<file path="config.mk">
export PLATFORM = sky130hd
export DESIGN_NAME = uart_transceiver_flat
export DESIGN_NICKNAME = d
export VERILOG_FILES = /design/src/rtl/uart_transceiver_if.sv /design/src/rtl/uart_transceiver.sv /design/src/flat_wrapper.sv
export SDC_FILE = /design/constraint.sdc
export NUM_CORES = 1
export LEC_CHECK = 0
export CAP_MARGIN = 10
export CELL_PAD_IN_SITES_DETAIL_PLACEMENT = 0
export CELL_PAD_IN_SITES_GLOBAL_PLACEMENT = 1
export CORE_MARGIN = 4
export CORE_UTILIZATION = 35
export CTS_CLUSTER_DIAMETER = 100
export DETAILED_ROUTE_END_ITERATION = 8
export MAX_ROUTING_LAYER = met4
export PLACE_DENSITY = 0.73
export SLEW_MARGIN = 5
export SYNTH_ARGS = -nofsm -noshare
export SYNTH_HDL_FRONTEND = slang
export SYNTH_SLANG_ARGS = --single-unit
</file>
<file path="constraint.sdc">
create_clock -name clock -period 5.41 [get_ports clock]
set_input_delay 1.082 -clock clock [delete_from_list [all_inputs] [get_ports clock]]
set_output_delay 1.082 -clock clock [all_outputs]
set_load 0.01 [all_outputs]
</file>
<file path="src/rtl/uart_transceiver_if.sv">
// Serial-link bundle for uart_transceiver.
// Signals:
//   tx_start/tx_data      : frame request and payload (master -> transceiver)
//   tx_busy/tx_done       : TX status, tx_done is a one-cycle end-of-frame pulse
//   tx_serial/rx_serial   : board serial pins (idle high)
//   rx_valid/rx_data      : received payload and its one-cycle strobe
//   rx_frame_error        : one-cycle pulse, stop bit sampled low
//   rx_parity_error       : one-cycle pulse alongside rx_valid on parity mismatch
// Modport slave is the transceiver side; master is the user/pin side.
interface uart_transceiver_if #(
  parameter int unsigned DATA_BITS = 8
);
  logic                 tx_start;
  logic [DATA_BITS-1:0] tx_data;
  logic                 tx_busy;
  logic                 tx_done;
  logic                 tx_serial;
  logic                 rx_serial;
  logic                 rx_valid;
  logic [DATA_BITS-1:0] rx_data;
  logic                 rx_frame_error;
  logic                 rx_parity_error;

  modport slave (
    input  tx_start, tx_data, rx_serial,
    output tx_busy, tx_done, tx_serial, rx_valid, rx_data, rx_frame_error, rx_parity_error
  );

  modport master (
    output tx_start, tx_data, rx_serial,
    input  tx_busy, tx_done, tx_serial, rx_valid, rx_data, rx_frame_error, rx_parity_error
  );
endinterface

</file>
<file path="src/rtl/uart_transceiver.sv">
// Full-duplex UART running on the system clock with per-bit cycle counters.
// Ports:
//   clock : system clock, rising edge
//   reset : synchronous active-high reset
//   bus   : uart_transceiver_if.slave (TX request/status, serial pins, RX results)
// Parameters: CLKS_PER_BIT (>= 4), DATA_BITS (5..9, LSB first), STOP_BITS (1 or 2),
// PARITY_ODD (0 even / 1 odd).
// Optional feature: define UART_PARITY_EN to add a parity bit to TX frames and check it on RX.
module uart_transceiver #(
  parameter int unsigned CLKS_PER_BIT = 434,
  parameter int unsigned DATA_BITS    = 8,
  parameter int unsigned STOP_BITS    = 1,
  parameter int unsigned PARITY_ODD   = 0
) (
  input logic               clock,
  input logic               reset,
  uart_transceiver_if.slave bus
);

  localparam int unsigned CntW = $clog2(2 * CLKS_PER_BIT + 1);
  localparam int unsigned BitW = $clog2(DATA_BITS + 1);
  localparam logic [CntW-1:0] BitEnd  = CntW'(CLKS_PER_BIT - 1);
  localparam logic [CntW-1:0] HalfEnd = CntW'(CLKS_PER_BIT / 2 - 1);
  // The IDLE cycle that carries tx_done doubles as the last stop-bit cycle, so a frame
  // accepted there follows with no extra high cycle.
  localparam logic [CntW-1:0] StopEnd = CntW'(STOP_BITS * CLKS_PER_BIT - 2);
  localparam logic [BitW-1:0] LastBit = BitW'(DATA_BITS - 1);

`ifdef UART_PARITY_EN
  localparam logic ParOdd = 1'(PARITY_ODD);
`else
  logic unused_parity_odd;
  assign unused_parity_odd = 1'(PARITY_ODD);
`endif

  // ---------------------------------------------------------------- TX
  typedef enum logic [2:0] {
    TxIdle, TxStart, TxData,
`ifdef UART_PARITY_EN
    TxParity,
`endif
    TxStop
  } tx_state_e;

  tx_state_e            tx_state_q, tx_state_d;
  logic [CntW-1:0]      tx_cnt_q, tx_cnt_d;
  logic [BitW-1:0]      tx_bit_q, tx_bit_d;
  logic [DATA_BITS-1:0] tx_shift_q, tx_shift_d;
  logic                 tx_serial_q, tx_serial_d;
  logic                 tx_done_q, tx_done_d;
`ifdef UART_PARITY_EN
  logic                 tx_par_q, tx_par_d;
`endif

  always_comb begin
    tx_state_d = tx_state_q;
    tx_cnt_d   = tx_cnt_q + 1'b1;
    tx_bit_d   = tx_bit_q;
    tx_shift_d = tx_shift_q;
    tx_done_d  = 1'b0;
`ifdef UART_PARITY_EN
    tx_par_d   = tx_par_q;
`endif
    unique case (tx_state_q)
      TxIdle: begin
        tx_cnt_d = '0;
        if (bus.tx_start) begin
          tx_state_d = TxStart;
          tx_shift_d = bus.tx_data;
`ifdef UART_PARITY_EN
          tx_par_d   = (^bus.tx_data) ^ ParOdd;
`endif
        end
      end
      TxStart: begin
        if (tx_cnt_q == BitEnd) begin
          tx_cnt_d   = '0;
          tx_bit_d   = '0;
          tx_state_d = TxData;
        end
      end
      TxData: begin
        if (tx_cnt_q == BitEnd) begin
          tx_cnt_d   = '0;
          tx_shift_d = tx_shift_q >> 1;
          if (tx_bit_q == LastBit) begin
`ifdef UART_PARITY_EN
            tx_state_d = TxParity;
`else
            tx_state_d = TxStop;
`endif
          end else begin
            tx_bit_d = tx_bit_q + 1'b1;
          end
        end
      end
`ifdef UART_PARITY_EN
      TxParity: begin
        if (tx_cnt_q == BitEnd) begin
          tx_cnt_d   = '0;
          tx_state_d = TxStop;
        end
      end
`endif
      TxStop: begin
        if (tx_cnt_q == StopEnd) begin
          tx_state_d = TxIdle;
          tx_done_d  = 1'b1;
        end
      end
      default: tx_state_d = TxIdle;
    endcase

    // Pin is registered from the next state so it never glitches.
    case (tx_state_d)
      TxStart:  tx_serial_d = 1'b0;
      TxData:   tx_serial_d = tx_shift_d[0];
`ifdef UART_PARITY_EN
      TxParity: tx_serial_d = tx_par_d;
`endif
      default:  tx_serial_d = 1'b1;
    endcase
  end

  always_ff @(posedge clock) begin
    if (reset) begin
      tx_state_q  <= TxIdle;
      tx_cnt_q    <= '0;
      tx_bit_q    <= '0;
      tx_shift_q  <= '0;
      tx_serial_q <= 1'b1;
      tx_done_q   <= 1'b0;
`ifdef UART_PARITY_EN
      tx_par_q    <= 1'b0;
`endif
    end else begin
      tx_state_q  <= tx_state_d;
      tx_cnt_q    <= tx_cnt_d;
      tx_bit_q    <= tx_bit_d;
      tx_shift_q  <= tx_shift_d;
      tx_serial_q <= tx_serial_d;
      tx_done_q   <= tx_done_d;
`ifdef UART_PARITY_EN
      tx_par_q    <= tx_par_d;
`endif
    end
  end

  assign bus.tx_serial = tx_serial_q;
  assign bus.tx_done   = tx_done_q;
  assign bus.tx_busy   = (tx_state_q != TxIdle);

  // ---------------------------------------------------------------- RX
  typedef enum logic [2:0] {
    RxIdle, RxStart, RxData,
`ifdef UART_PARITY_EN
    RxParity,
`endif
    RxStop, RxBreak
  } rx_state_e;

  logic                 rx_meta_q, rx_sync_q;
  rx_state_e            rx_state_q, rx_state_d;
  logic [CntW-1:0]      rx_cnt_q, rx_cnt_d;
  logic [BitW-1:0]      rx_bit_q, rx_bit_d;
  logic [DATA_BITS-1:0] rx_shift_q, rx_shift_d;
  logic [DATA_BITS-1:0] rx_data_q, rx_data_d;
  logic                 rx_valid_q, rx_valid_d;
  logic                 rx_ferr_q, rx_ferr_d;
`ifdef UART_PARITY_EN
  logic                 rx_par_q, rx_par_d;
  logic                 rx_perr_q, rx_perr_d;
`endif

  always_comb begin
    rx_state_d = rx_state_q;
    rx_cnt_d   = rx_cnt_q + 1'b1;
    rx_bit_d   = rx_bit_q;
    rx_shift_d = rx_shift_q;
    rx_data_d  = rx_data_q;
    rx_valid_d = 1'b0;
    rx_ferr_d  = 1'b0;
`ifdef UART_PARITY_EN
    rx_par_d   = rx_par_q;
    rx_perr_d  = 1'b0;
`endif
    unique case (rx_state_q)
      RxIdle: begin
        rx_cnt_d = '0;
        if (!rx_sync_q) rx_state_d = RxStart;
      end
      RxStart: begin
        // Half-bit recheck rejects glitches and aligns later samples to mid-bit.
        if (rx_cnt_q == HalfEnd) begin
          rx_cnt_d   = '0;
          rx_bit_d   = '0;
          rx_state_d = rx_sync_q ? RxIdle : RxData;
        end
      end
      RxData: begin
        if (rx_cnt_q == BitEnd) begin
          rx_cnt_d   = '0;
          rx_shift_d = {rx_sync_q, rx_shift_q[DATA_BITS-1:1]};
          if (rx_bit_q == LastBit) begin
`ifdef UART_PARITY_EN
            rx_state_d = RxParity;
`else
            rx_state_d = RxStop;
`endif
          end else begin
            rx_bit_d = rx_bit_q + 1'b1;
          end
        end
      end
`ifdef UART_PARITY_EN
      RxParity: begin
        if (rx_cnt_q == BitEnd) begin
          rx_cnt_d   = '0;
          rx_par_d   = rx_sync_q;
          rx_state_d = RxStop;
        end
      end
`endif
      RxStop: begin
        if (rx_cnt_q == BitEnd) begin
          rx_cnt_d = '0;
          if (rx_sync_q) begin
            rx_data_d  = rx_shift_q;
            rx_valid_d = 1'b1;
`ifdef UART_PARITY_EN
            rx_perr_d  = rx_par_q ^ (^rx_shift_q) ^ ParOdd;
`endif
            rx_state_d = RxIdle;
          end else begin
            rx_ferr_d  = 1'b1;
            rx_state_d = RxBreak;
          end
        end
      end
      RxBreak: begin
        // Held-low line reports one error; wait for it to return high.
        rx_cnt_d = '0;
        if (rx_sync_q) rx_state_d = RxIdle;
      end
      default: rx_state_d = RxIdle;
    endcase
  end

  always_ff @(posedge clock) begin
    if (reset) begin
      rx_meta_q  <= 1'b1;
      rx_sync_q  <= 1'b1;
      rx_state_q <= RxIdle;
      rx_cnt_q   <= '0;
      rx_bit_q   <= '0;
      rx_shift_q <= '0;
      rx_data_q  <= '0;
      rx_valid_q <= 1'b0;
      rx_ferr_q  <= 1'b0;
`ifdef UART_PARITY_EN
      rx_par_q   <= 1'b0;
      rx_perr_q  <= 1'b0;
`endif
    end else begin
      rx_meta_q  <= bus.rx_serial;
      rx_sync_q  <= rx_meta_q;
      rx_state_q <= rx_state_d;
      rx_cnt_q   <= rx_cnt_d;
      rx_bit_q   <= rx_bit_d;
      rx_shift_q <= rx_shift_d;
      rx_data_q  <= rx_data_d;
      rx_valid_q <= rx_valid_d;
      rx_ferr_q  <= rx_ferr_d;
`ifdef UART_PARITY_EN
      rx_par_q   <= rx_par_d;
      rx_perr_q  <= rx_perr_d;
`endif
    end
  end

  assign bus.rx_data        = rx_data_q;
  assign bus.rx_valid       = rx_valid_q;
  assign bus.rx_frame_error = rx_ferr_q;
`ifdef UART_PARITY_EN
  assign bus.rx_parity_error = rx_perr_q;
`else
  assign bus.rx_parity_error = 1'b0;
`endif

endmodule

</file>
<file path="src/flat_wrapper.sv">
// flat-port wrapper written by rule: the top's interface ports become plain ports
module uart_transceiver_flat 
#(
  parameter int unsigned CLKS_PER_BIT = 434,
  parameter int unsigned DATA_BITS    = 8,
  parameter int unsigned STOP_BITS    = 1,
  parameter int unsigned PARITY_ODD   = 0
)
  (clock, reset, bus_tx_start, bus_tx_data, bus_rx_serial, bus_tx_busy, bus_tx_done, bus_tx_serial, bus_rx_valid, bus_rx_data, bus_rx_frame_error, bus_rx_parity_error);
  uart_transceiver_if #(.DATA_BITS(DATA_BITS)) bus_i ();
  input logic clock;
  input logic reset;
  input wire logic [$bits(bus_i.tx_start)-1:0] bus_tx_start;
  input wire logic [$bits(bus_i.tx_data)-1:0] bus_tx_data;
  input wire logic [$bits(bus_i.rx_serial)-1:0] bus_rx_serial;
  output wire logic [$bits(bus_i.tx_busy)-1:0] bus_tx_busy;
  output wire logic [$bits(bus_i.tx_done)-1:0] bus_tx_done;
  output wire logic [$bits(bus_i.tx_serial)-1:0] bus_tx_serial;
  output wire logic [$bits(bus_i.rx_valid)-1:0] bus_rx_valid;
  output wire logic [$bits(bus_i.rx_data)-1:0] bus_rx_data;
  output wire logic [$bits(bus_i.rx_frame_error)-1:0] bus_rx_frame_error;
  output wire logic [$bits(bus_i.rx_parity_error)-1:0] bus_rx_parity_error;
  assign bus_i.tx_start = bus_tx_start;
  assign bus_i.tx_data = bus_tx_data;
  assign bus_i.rx_serial = bus_rx_serial;
  assign bus_tx_busy = bus_i.tx_busy;
  assign bus_tx_done = bus_i.tx_done;
  assign bus_tx_serial = bus_i.tx_serial;
  assign bus_rx_valid = bus_i.rx_valid;
  assign bus_rx_data = bus_i.rx_data;
  assign bus_rx_frame_error = bus_i.rx_frame_error;
  assign bus_rx_parity_error = bus_i.rx_parity_error;
  uart_transceiver #(.CLKS_PER_BIT(CLKS_PER_BIT), .DATA_BITS(DATA_BITS), .STOP_BITS(STOP_BITS), .PARITY_ODD(PARITY_ODD)) u_core (.clock(clock), .reset(reset), .bus(bus_i));
endmodule
</file>
[Yosys cells after proc, flatten, opt, wreduce, memory -nomap -nowiden]
Cells that the tools add are included.
Word-level totals
  flip-flop bits (word level): 64
  bits in latches: 0
  RAM bits: 0
  bits in read-only memories: 0
  bits of input ports: 12
  output and inout port bits: 14
  logic and storage cells: 101
  memories kept: 0
Cells by class
  add/sub/neg operators: 4
  multiply operators: 0
  div/mod/pow operators: 0
  $lt $le $gt $ge: 0
  equality and inequality tests: 26
  shift-type cells: 0
  mux-type cells: 35
  bitwise gates (word level): 3
  reduce and logical (&&, ||, !) cells: 17
Operators by type and width (number)
  two-way mux 3 bit: 12
  == test 10 x 9 -> 1 bit, second input constant: 3
  two-way mux 10 bit: 3
  case mux 10 bit (3 select lines): 1
  two-way mux 4 bit: 6
  adder 10 x 1 -> 10 bit, second input constant: 2
  case mux 10 bit (2 select lines): 1
  two-way mux 8 bit: 2
  case mux 4 bit (2 select lines): 2
  case mux 8 bit (2 select lines): 1
  == test 3 x 2 -> 1 bit, second input constant: 5
  case mux 3 bit (5 select lines): 1
  != test 2 x 1 -> 1 bit, second input constant: 7
  case mux 3 bit (4 select lines): 1
  == test 10 x 8 -> 1 bit, second input constant: 1
  == test 3 x 1 -> 1 bit, second input constant: 3
  adder 4 x 1 -> 4 bit, second input constant: 2
  == test 4 x 3 -> 1 bit, second input constant: 2
  != test 2 bit, second input constant: 4
  AND reduction 4 bit: 2
  OR reduction 2 bit: 4
  logical NOT 3 bit: 2
  AND reduction 3 bit: 2
  AND reduction 6 bit: 1
  other kinds (9): 15

[Logic depth before layout (Yosys ltp)]
Gate-level depths: netlist of the first run.
  depth in word-level cells: 6
  mapped depth: 7
  depth with buffers taken out: 7

[Worst setup path after synthesis of the first run]
Ideal clock, no wire load.
  kind: input to register
  from: input port bus_tx_start
  to: register u_core.tx_serial_q (netlist: u_core.bus.tx_serial)
  setup time: 121 ps
  arrival: 2079 ps
  data required time: 5289 ps
  setup slack: 3210 ps
  stages on the path: 6
  buffers on the path: 1
  path through: nor4b_1 clkbuf_1 nand2_1 nand3_1 a211o_1 mux2_2
On the way
  word-level cells in the longest chain between the ends: 4
  elaborated cells on any way between the ends: 7
  those cells by class: eq/ne: 2; mux: 5
Ends and longest elaborated chain
  start, declared: RTL line flat_wrapper.sv:13  | input wire logic [$bits(bus_i.tx_start)-1:0] bus_tx_start;
  two-way mux 3 bit: RTL line uart_transceiver.sv:67  | if (bus.tx_start) begin
  case mux 3 bit (4 select lines): RTL line uart_transceiver.sv:64  | unique case (tx_state_q)
  == test 3 x 2 -> 1 bit or == test 3 x 1 -> 1 bit (tied branches): RTL line uart_transceiver.sv:115  | case (tx_state_d)
  case mux 1 bit (2 select lines) (*): RTL line uart_transceiver.sv:115
  end signal, assigned: RTL line uart_transceiver.sv:141  | tx_serial_q <= tx_serial_d;
  end, declared: RTL line uart_transceiver.sv:49  | logic tx_serial_q, tx_serial_d;
Mark *: on every way between the ends. The rest lies on a longest branch, timed or not. The select of a mux whose other input is x is not followed.
A chain may end at the register's enable or synchronous reset.

[Worst setup path in the final report of the first run]
Ends and elaborated chain as after synthesis.

==> flow_summary_export.csv, run 1 <==
group,metric,value,unit
outcome,status,"completed",
worst_setup_path,crit_slowest_cell,"nor4b_2",
global_route,grt_pass1_wl,9.673,mm
synth,synth_cells,315,
routing,wirelength,5.406,mm
place,dp_hpwl,3.782,mm
clock_tree,post_cts_buffers,0,
routing,drtIter0Drc,66,
worst_setup_path,worstSetupStartpoint,"bus_tx_start",
worst_setup_path,required,5640,ps
cells_and_area,final_design_area_no_fill,3382,um^2
timing,fin_skew,12.65,ps
hold_path,min_from,"u_core.rx_meta_q$_SDFF_PP1_",
cells_and_area,drive_gt1_share,8.163,%
clock_tree,ctsResizeCount,0,
routing,dr.pass1.iters,4,
worst_setup_path,reg2reg_from,"u_core.tx_state_q[2]$_SDFF_PP0_",
routing,viasPerCell,4.919,
clock_tree,cts_tree,"done",
timing,fin_crit_sh,54.90,%
die,core,7848,um^2
cells_and_area,nNetsFinal,358,
synth,netlist_area,2874,um^2
synth,ys_ff_latch,64,
synth,synth_edf_count,0,
worst_setup_path,crit_path_start_kind,"input pin",
synth,synthAdderAreaFrac,3.831,%
clock_tree,cts_buffer_depth,2,
global_route,grt_pass1_vias,2117,
cells_and_area,final_common_cell,"dfxtp_1",
synth,synth_top_area_share,44.58,%
worst_setup_path,cp_max_fo,11,
flow_run,cap_violations,0,
timing,rsz0062_at_grt,"false",
synth,seq_area_frac_synth,44.58,%
place,gp_congestion,0.7329,
die,fp.dieArea,9725,um^2
timing,report.final.slew_viol_count,0,
cells_and_area,final_cell_mix,"64 x dfxtp_1, 53 x nor2_1, 24 x clkdlybuf4s50_1",
synth,netlist_top_cells_area,"dfxtp_1 45%, nor2_1 6.9%, mux2i_1 5.9%, xnor2_1 4.0%, ha_1 3.5%",
routing,vias,2189,
cells_and_area,antennaDiodeCount,0,
power_and_ir_drop,ir_drop,0.1419,mV
worst_setup_path,critical-path-top-delay-family,"simple AND/OR/NAND/NOR gates",
timing,slew_headroom,38.57,%
die,start_util,36.62,%
die,die_h,98.62,um
worst_setup_path,cp_cell_sequence,"clkdlybuf4s50_1 > nor4b_2 > nor2_1 > a211o_1 > mux2_2",
worst_setup_path,cp.buffers_inverters,1,
synth,synth_compound_area_share,9.186,%
global_route,grt_max_degree,23,
clock_tree,htreeDepth,3,
synth,synth_top_family_by_area,"simple AND/OR/NAND/NOR gates",
place,post_dp_cell_area,3177,um^2
routing,drcViolationCount,0,
worst_setup_path,slowest_delay,740,ps
timing,worst_slew_pin_slew,919.1,ps
cells_and_area,final_util,43.10,%
synth,yosys.area.top_type,"dfxtp_1",
routing,ant_nets,0,
worst_setup_path,path_class,"input pin to flip-flop",
worst_setup_path,cp.arrival,3200,ps
place,io_buffers,24,
timing,setup_viol,0,
power_and_ir_drop,powerDensity,276.0,nW/um^2
global_route,grt-ovfl-total,0,
clock_tree,cts_root_buf,"clkbuf_8",
timing,fin_crit,2970,ps
clock_tree,path_clk_slew,80,ps
clock_tree,clkSinkCount,64,
power_and_ir_drop,leakage,1.180,nW
die,io_pins,26,
global_route,grt_usage,12.32,%
synth,synthArstFlopShare,0,%
worst_setup_path,cp-end-kind,"flip-flop",
synth,synth-simple-area-share,25.99,%
hold_path,hp-class,"flip-flop to flip-flop",
synth,yosys_warnings,0,
clock_tree,clock_latency,330,ps
die,fp-row-count,32,
routing,wire_per_inst,12.15,um
timing,fin_setup_tns,0,ps
clock_tree,cts_made_buffers,9,
timing,hold_viol_final,0,
synth,ys.flop_type,"dfxtp_1",
synth,muxShareOfSynthArea,6.313,%
timing,max_freq,336.7,MHz
synth,avgSynthCellArea,9.124,um^2
global_route,grt_antenna_before_repair,0,
synth,ys_types,60,
clock_tree,hold_buffers,0,
die,die_w,98.62,um
synth,synthXorXnorAreaFrac,5.790,%
cells_and_area,syn_to_final_growth,17.68,%
==> power by group <==
| part | internal [W] | leakage (nW) | switching (W) |
|---|---|---|---|
| clock | 0.000227 | 0.0989 | 0.000188 |
| combinational | 0.0000171 | 0.564 | 0.0000182 |
| sequential | 0.000477 | 0.518 | 0.00000640 |
==> synthesized netlist by cell type (all sizes together) (2+ instances only) <==
| master | instances |
|---|---|
| or2 | 2 |
| or4 | 2 |
| ha | 8 |
| a21oi | 12 |
| and4 | 3 |
| and2 | 2 |
| clkbuf | 10 |
| inv | 10 |
| nand2b | 3 |
| nor4 | 4 |
| nor2b | 4 |
| a22oi | 7 |
| a31oi | 2 |
| nor3 | 5 |
| nand4b | 2 |
| nand2 | 23 |
| or3 | 2 |
| a211oi | 2 |
| mux2i | 17 |
| dfxtp | 64 |
| xor2 | 6 |
| nor3b | 3 |
| xnor2 | 13 |
| nand4 | 5 |
| buf | 4 |
| and3 | 2 |
| o21ai | 7 |
| nor2 | 54 |
| nand3 | 14 |
| and4bb | 3 |
| nor4b | 2 |
==> layout make-up <==
cell class	count	area (um^2)
Clock buffer	10	137.6
Multi-Input combinational cell	228	1483
Sequential cell	64	1281
Clock inverter	6	67.56
Timing Repair Buffer	25	247.7
Fill cell	801	4466
Inverter	10	37.54
Tap cell	102	127.6
==> worst reg2reg max path, stage by stage (launching register included) <==
cell     delay [ps]
dfxtp_1         460
nor4b_2         880
nor2_1          310
a211o_1         360
mux2_2          250
==> per-stage QoR <==
stage,std cells,worst slack (ps),hold slack [ps],power (W)
floorplan,316,3210,389.5,0.0005158
detailed placement,429,2078,398.4,0.0005299
global placement,429,2118,400.4,0.0005298
CTS,445,2453,415.9,0.0009508
global route,445,2293,427.4,0.0009789
finish,445,2440,411.9,0.0009335
==> sequential cells by signal, indices dropped and copies added, names as in the netlist <==
signal / flops
u_core.bus.rx_valid: 1
u_core.bus.tx_serial: 1
u_core.bus.rx_frame_error: 1
u_core.rx_sync_q: 1
u_core.tx_state_q: 3
u_core.rx_meta_q: 1
u_core.rx_state_q: 3
u_core.tx_shift_q: 8
u_core.tx_cnt_q: 10
u_core.rx_shift_q: 8
u_core.bus.rx_data: 8
u_core.tx_bit_q: 4
u_core.rx_cnt_q: 10
u_core.bus.tx_done: 1
u_core.rx_bit_q: 4
==> cells by family (layout without fill, tap and decap cells) <==
family	Yosys count	after routing
muxes	18	18
and+or+nand+nor	140	140
buffers and inverters	24	51
xor gates and xnor gates	19	19
DFF	64	64
adders and majority gates	9	9
other	1	2
AOI/OAI and AO/OA	40	40
==> per-layer routing <==
layer  GRT usage, %  wire length [um]
met4          4.097                87
met5              -                 0
met2          18.72              2462
met3          4.388               204
met1          15.24              2652
==> path summary, 6_finish.rpt <==
kind,to,depth (start not counted),slack [ps]
worst max-delay path,u_core.bus.tx_serial$_SDFF_PP1_,5,2440
worst min-delay path,u_core.rx_sync_q$_SDFF_PP1_,1,410
worst min register to register,u_core.rx_sync_q$_SDFF_PP1_,1,410
worst max register to register,u_core.bus.tx_serial$_SDFF_PP1_,4,3050
No activity file was read; power rests on OpenSTA's default activity.
==> run 2: changes to the inputs <==
- PLACE_DENSITY: 0.73 -> 0.76
- clock period: 5.41 -> 2.6 ns (I/O delays scaled with it)
==> flow_summary_export.csv, run 2 (synthesis results as in run 1) <==
group,metric,value,unit
outcome,status,"completed",
routing,drtIter0Drc,128,
timing,fin_skew,9.498,ps
timing,slew_headroom,53.91,%
cells_and_area,drive_gt1_share,8.671,%
worst_setup_path,cp.depth,2,
die,fp-row-count,32,
power_and_ir_drop,ir_drop,0.3103,mV
die,die_h,98.62,um
worst_setup_path,endpoint,"bus_tx_busy",
cells_and_area,final_design_area_no_fill,3387,um^2
place,gp_congestion,0.7722,
worst_setup_path,critical-path-top-delay-family,"buffers and inverters",
routing,dr.pass1.iters,5,
routing,vias,2199,
global_route,grt_antenna_before_repair,0,
timing,whs,417.8,ps
routing,wirelength,5.476,mm
worst_setup_path,cp_cell_sequence,"or3_1 > clkdlybuf4s50_1",
clock_tree,cts_tree,"done",
timing,max_freq,451.0,MHz
worst_setup_path,required,2080,ps
worst_setup_path,cp.arrival,1700,ps
die,core,7848,um^2
clock_tree,htreeDepth,3,
hold_path,hp-class,"flip-flop to flip-flop",
cells_and_area,final_cell_mix,"64 x dfxtp_1, 53 x nor2_1, 24 x clkdlybuf4s50_1",
place,post_dp_cell_area,3199,um^2
cells_and_area,antennaDiodeCount,0,
die,fp.dieArea,9725,um^2
clock_tree,cts_made_buffers,9,
worst_setup_path,crit_path_start_kind,"flip-flop",
worst_setup_path,path_class,"flip-flop to primary output",
routing,ant_nets,0,
worst_setup_path,crit_slowest_cell,"clkdlybuf4s50_1",
clock_tree,clkSinkCount,64,
global_route,grt-ovfl-total,0,
die,die_w,98.62,um
timing,rsz0062_at_grt,"false",
timing,fin_setup_tns,0,ps
timing,hold_viol_final,0,
routing,viasPerCell,4.908,
worst_setup_path,ff2ff_path_depth,6,
cells_and_area,reg_top3,"u_core.rx_cnt_q (10), u_core.tx_cnt_q (10)",
worst_setup_path,slowest_delay,480,ps
place,io_buffers,24,
global_route,grt_usage,12.52,%
clock_tree,clock_latency,330,ps
worst_setup_path,worstSetupStartpoint,"u_core.tx_state_q[2]$_SDFF_PP0_",
timing,setup_ws,382.6,ps
timing,fin_crit_sh,85.28,%
timing,setup_viol,0,
hold_path,holdPathStages,1,
timing,report.final.slew_viol_count,0,
worst_setup_path,r2r-end,"u_core.rx_bit_q[1]$_SDFFE_PP0P_",
global_route,grt_pass1_wl,9.749,mm
hold_path,min_from,"u_core.rx_meta_q$_SDFF_PP1_",
cells_and_area,multiInputGateArea,1483,um^2
place,dp_cells,432,
clock_tree,hold_buffers,0,
worst_setup_path,reg2reg_from,"u_core.rx_cnt_q[0]$_SDFF_PP0_",
place,dp_hpwl,3.839,mm
clock_tree,path_clk_slew,70,ps
cells_and_area,nNetsFinal,361,
worst_setup_path,cp-end-kind,"primary output",
clock_tree,post_cts_buffers,0,
worst_setup_path,cp_max_fo,14,
clock_tree,cts_root_buf,"clkbuf_8",
die,io_pins,26,
cells_and_area,final_common_cell,"dfxtp_1",
cells_and_area,n_fill_cell,792,
routing,drcViolationCount,0,
place,dpl_worst_slack,511.1,ps
routing,wire_per_inst,12.22,um
cells_and_area,fin_cells,448,
global_route,grt_max_degree,30,
power_and_ir_drop,powerDensity,558.3,nW/um^2
global_route,grt_pass1_vias,2089,
worst_setup_path,cp.buffers_inverters,1,
cells_and_area,syn_to_final_growth,17.85,%
timing,fin_crit,2217,ps
timing,worst_slew_pin_slew,686.7,ps
clock_tree,ctsResizeCount,0,
clock_tree,cts_buffer_depth,2,
flow_run,cap_violations,0,
cells_and_area,regArea,1281,um^2
power_and_ir_drop,leakage,1.189,nW
worst_setup_path,reg2reg_slack,490,ps
die,start_util,36.62,%
==> run 2: cell types whose count changed in the layout (fill, tap and decap cells not counted), sizes merged <==
cell and delta:
buf +3, clkinv +1, inv -1
==> run 2: worst reg2reg max path, stage by stage, from the launching register on <==
cell and delay (ps):
dfxtp_1 410, ha_1 190, and4b_1 290, nand4_4 130, o31a_1 360, or4b_1 520, a21oi_1 150
==> run 2: layout make-up <==
class                   count  share of cell area [%]
multi-input cells         228                   43.78
clock inverters             6                   1.773
inverters                  10                   1.108
clock buffers              10                   3.768
repair buffers             28                   7.979
flip-flops and latches     64                   37.83
well taps                 102                   3.768
==> run 2: where the power goes <==
group          switching, W  internal [W]
Clock              0.000372      0.000437
Sequential        0.0000133      0.000992
Combinational     0.0000383     0.0000375
Total              0.000424       0.00147
==> run 2: worst min-delay path by stage <==
stage                                              to  slack [ps]
after floorplan           u_core.rx_sync_q$_SDFF_PP1_         390
after global placement    u_core.rx_sync_q$_SDFF_PP1_         400
after detailed placement  u_core.rx_sync_q$_SDFF_PP1_         400
after CTS                 u_core.rx_sync_q$_SDFF_PP1_         420
after global routing      u_core.rx_sync_q$_SDFF_PP1_         450
final                     u_core.rx_sync_q$_SDFF_PP1_         420
==> run 2: metal layers <==
metal  up-vias  GRT usage, %  part of all wire (%)
met5         -             -                     0
met4         0         3.466                  0.79
met3         4         4.671                   2.9
met2        29         18.93                    47
met1      1017         15.72                    50
li1       1149             -                     -
==> run 2: stage by stage <==
stage	total power, W	util [%]
global route	0.001982	43.16
global placement	0.001104	40.77
detailed placement	0.001105	40.77
CTS	0.001929	43.16
finish	0.001891	43.16
floorplan	0.001073	-
==> RTL edit, RTL diff (settings of run 2) <==
The option `UART_PARITY_EN` is turned on by a define.
--- a/src/rtl/uart_transceiver.sv
+++ b/src/rtl/uart_transceiver.sv
@@ -8,2 +8,4 @@
 // Optional feature: define UART_PARITY_EN to add a parity bit to TX frames and check it on RX.
+`define UART_PARITY_EN
+
 module uart_transceiver #(
Behaviour: no difference found for any inputs over 10 cycles, from zero or initial values and one cycle with reset high; that may be too few to reach the edited logic, so the function may still have changed.
==> RTL edit against run 2 <==
  * Sequential cell count is 3 higher
  * Worst setup slack got worse by 0.056 ns
  * Area after synthesis increased by 9.4%
  * Clock skew decreased by 0.0017 ns
  * Global-route usage increased by 0.78 points
  * Design area grew 9.9%
  * Routed wire length increased by 13%
  * Critical endpoint is now u_core.bus.rx_data[0]$_SDFFE_PP0P_
Power is not compared: it rests on default switching activity, and its combinational part moved more than twofold at a synthesized area within 25%.
==> RTL edit: results (changes against run 2) <==
Run status
- status: finished, final reports clean, unchanged

Yosys
- Mapped Cells: 350, was 315
- Commonest cells post-synth: sky130_fd_sc_hd__dfxtp_1 (67), sky130_fd_sc_hd__nor2_1 (54), sky130_fd_sc_hd__nand3_1 (21), sky130_fd_sc_hd__xnor2_1 (21), sky130_fd_sc_hd__nand2_1 (19), was sky130_fd_sc_hd__dfxtp_1 (64), sky130_fd_sc_hd__nor2_1 (53), sky130_fd_sc_hd__nand2_1 (23), sky130_fd_sc_hd__mux2i_1 (17), sky130_fd_sc_hd__nand3_1 (14)
- mux contribution to synthesized area: 5.77%, was 6.31%

Drt
- number of DRC markers in iteration 0: 68, was 128
- routed wire length: 6190 um, was 5480 um
- wire length on met2: 2870 um, was 2550 um
- First-pass DRT Iterations: 4, was 5

Layout
- share of cells above drive strength 1: 10.9%, was 8.67%
- final std cells w/o fill: 492, was 448
- count of filler cells inserted in the layout: 870, was 792

Setup path
- critical path's slowest cell: sky130_fd_sc_hd__or4b_2, was sky130_fd_sc_hd__clkdlybuf4s50_1
- minimum setup slack among reg-to-reg paths: 0.33 ns, was 0.49 ns
- worst setup path startpoint: u_core.rx_cnt_q[0]$_SDFF_PP0_, was u_core.tx_state_q[2]$_SDFF_PP0_
- Top Family by Delay on Critical Path: simple AND/OR/NAND/NOR gates, was buffers and inverters
- last element of the critical path: u_core.bus.rx_data[0]$_SDFFE_PP0P_, was bus_tx_busy

STA
- highest achievable clock rate: 440 MHz, was 451 MHz
- worst hold slack: 0.430 ns, was 0.418 ns

Place
- placed wire-length estimate after detailed placement: 4360 um, was 3840 um
- Port-buffer cells: 25, was 24
- setup slack at placement: 0.323 ns, was 0.511 ns

GRT
- met1 demand-to-capacity share in global routing: 17.2%, was 15.7%
- global-route wire length before repair: 10900 um, was 9750 um
- pin count of the biggest net entering global routing: 23, was 30
- global routing met2 resource utilization: 20.4%, was 18.9%

-- RTL edit: changes by cell type after synthesis, moves of 4 or more --
cell	before	now
sky130_fd_sc_hd__a21oi_1	12	16
sky130_fd_sc_hd__inv_1	9	13
sky130_fd_sc_hd__xor2_1	6	13
sky130_fd_sc_hd__or3b_2	0	4
sky130_fd_sc_hd__nand3_1	14	21
sky130_fd_sc_hd__xnor2_1	13	21
sky130_fd_sc_hd__clkbuf_1	6	12
sky130_fd_sc_hd__nand2_1	23	19
sky130_fd_sc_hd__and3_1	2	8
-- RTL edit: layout make-up --
type | count | area (sq um) | share of cell area (%)
Clock buffer | 11 | 141 | 3.80
Sequential cell | 67 | 1340 | 36.0
Tap cell | 108 | 135 | 3.63
Clock inverter | 5 | 52.6 | 1.41
Timing Repair Buffer | 33 | 310 | 8.33
Multi-Input combinational cell | 255 | 1690 | 45.5
Inverter | 13 | 48.8 | 1.31
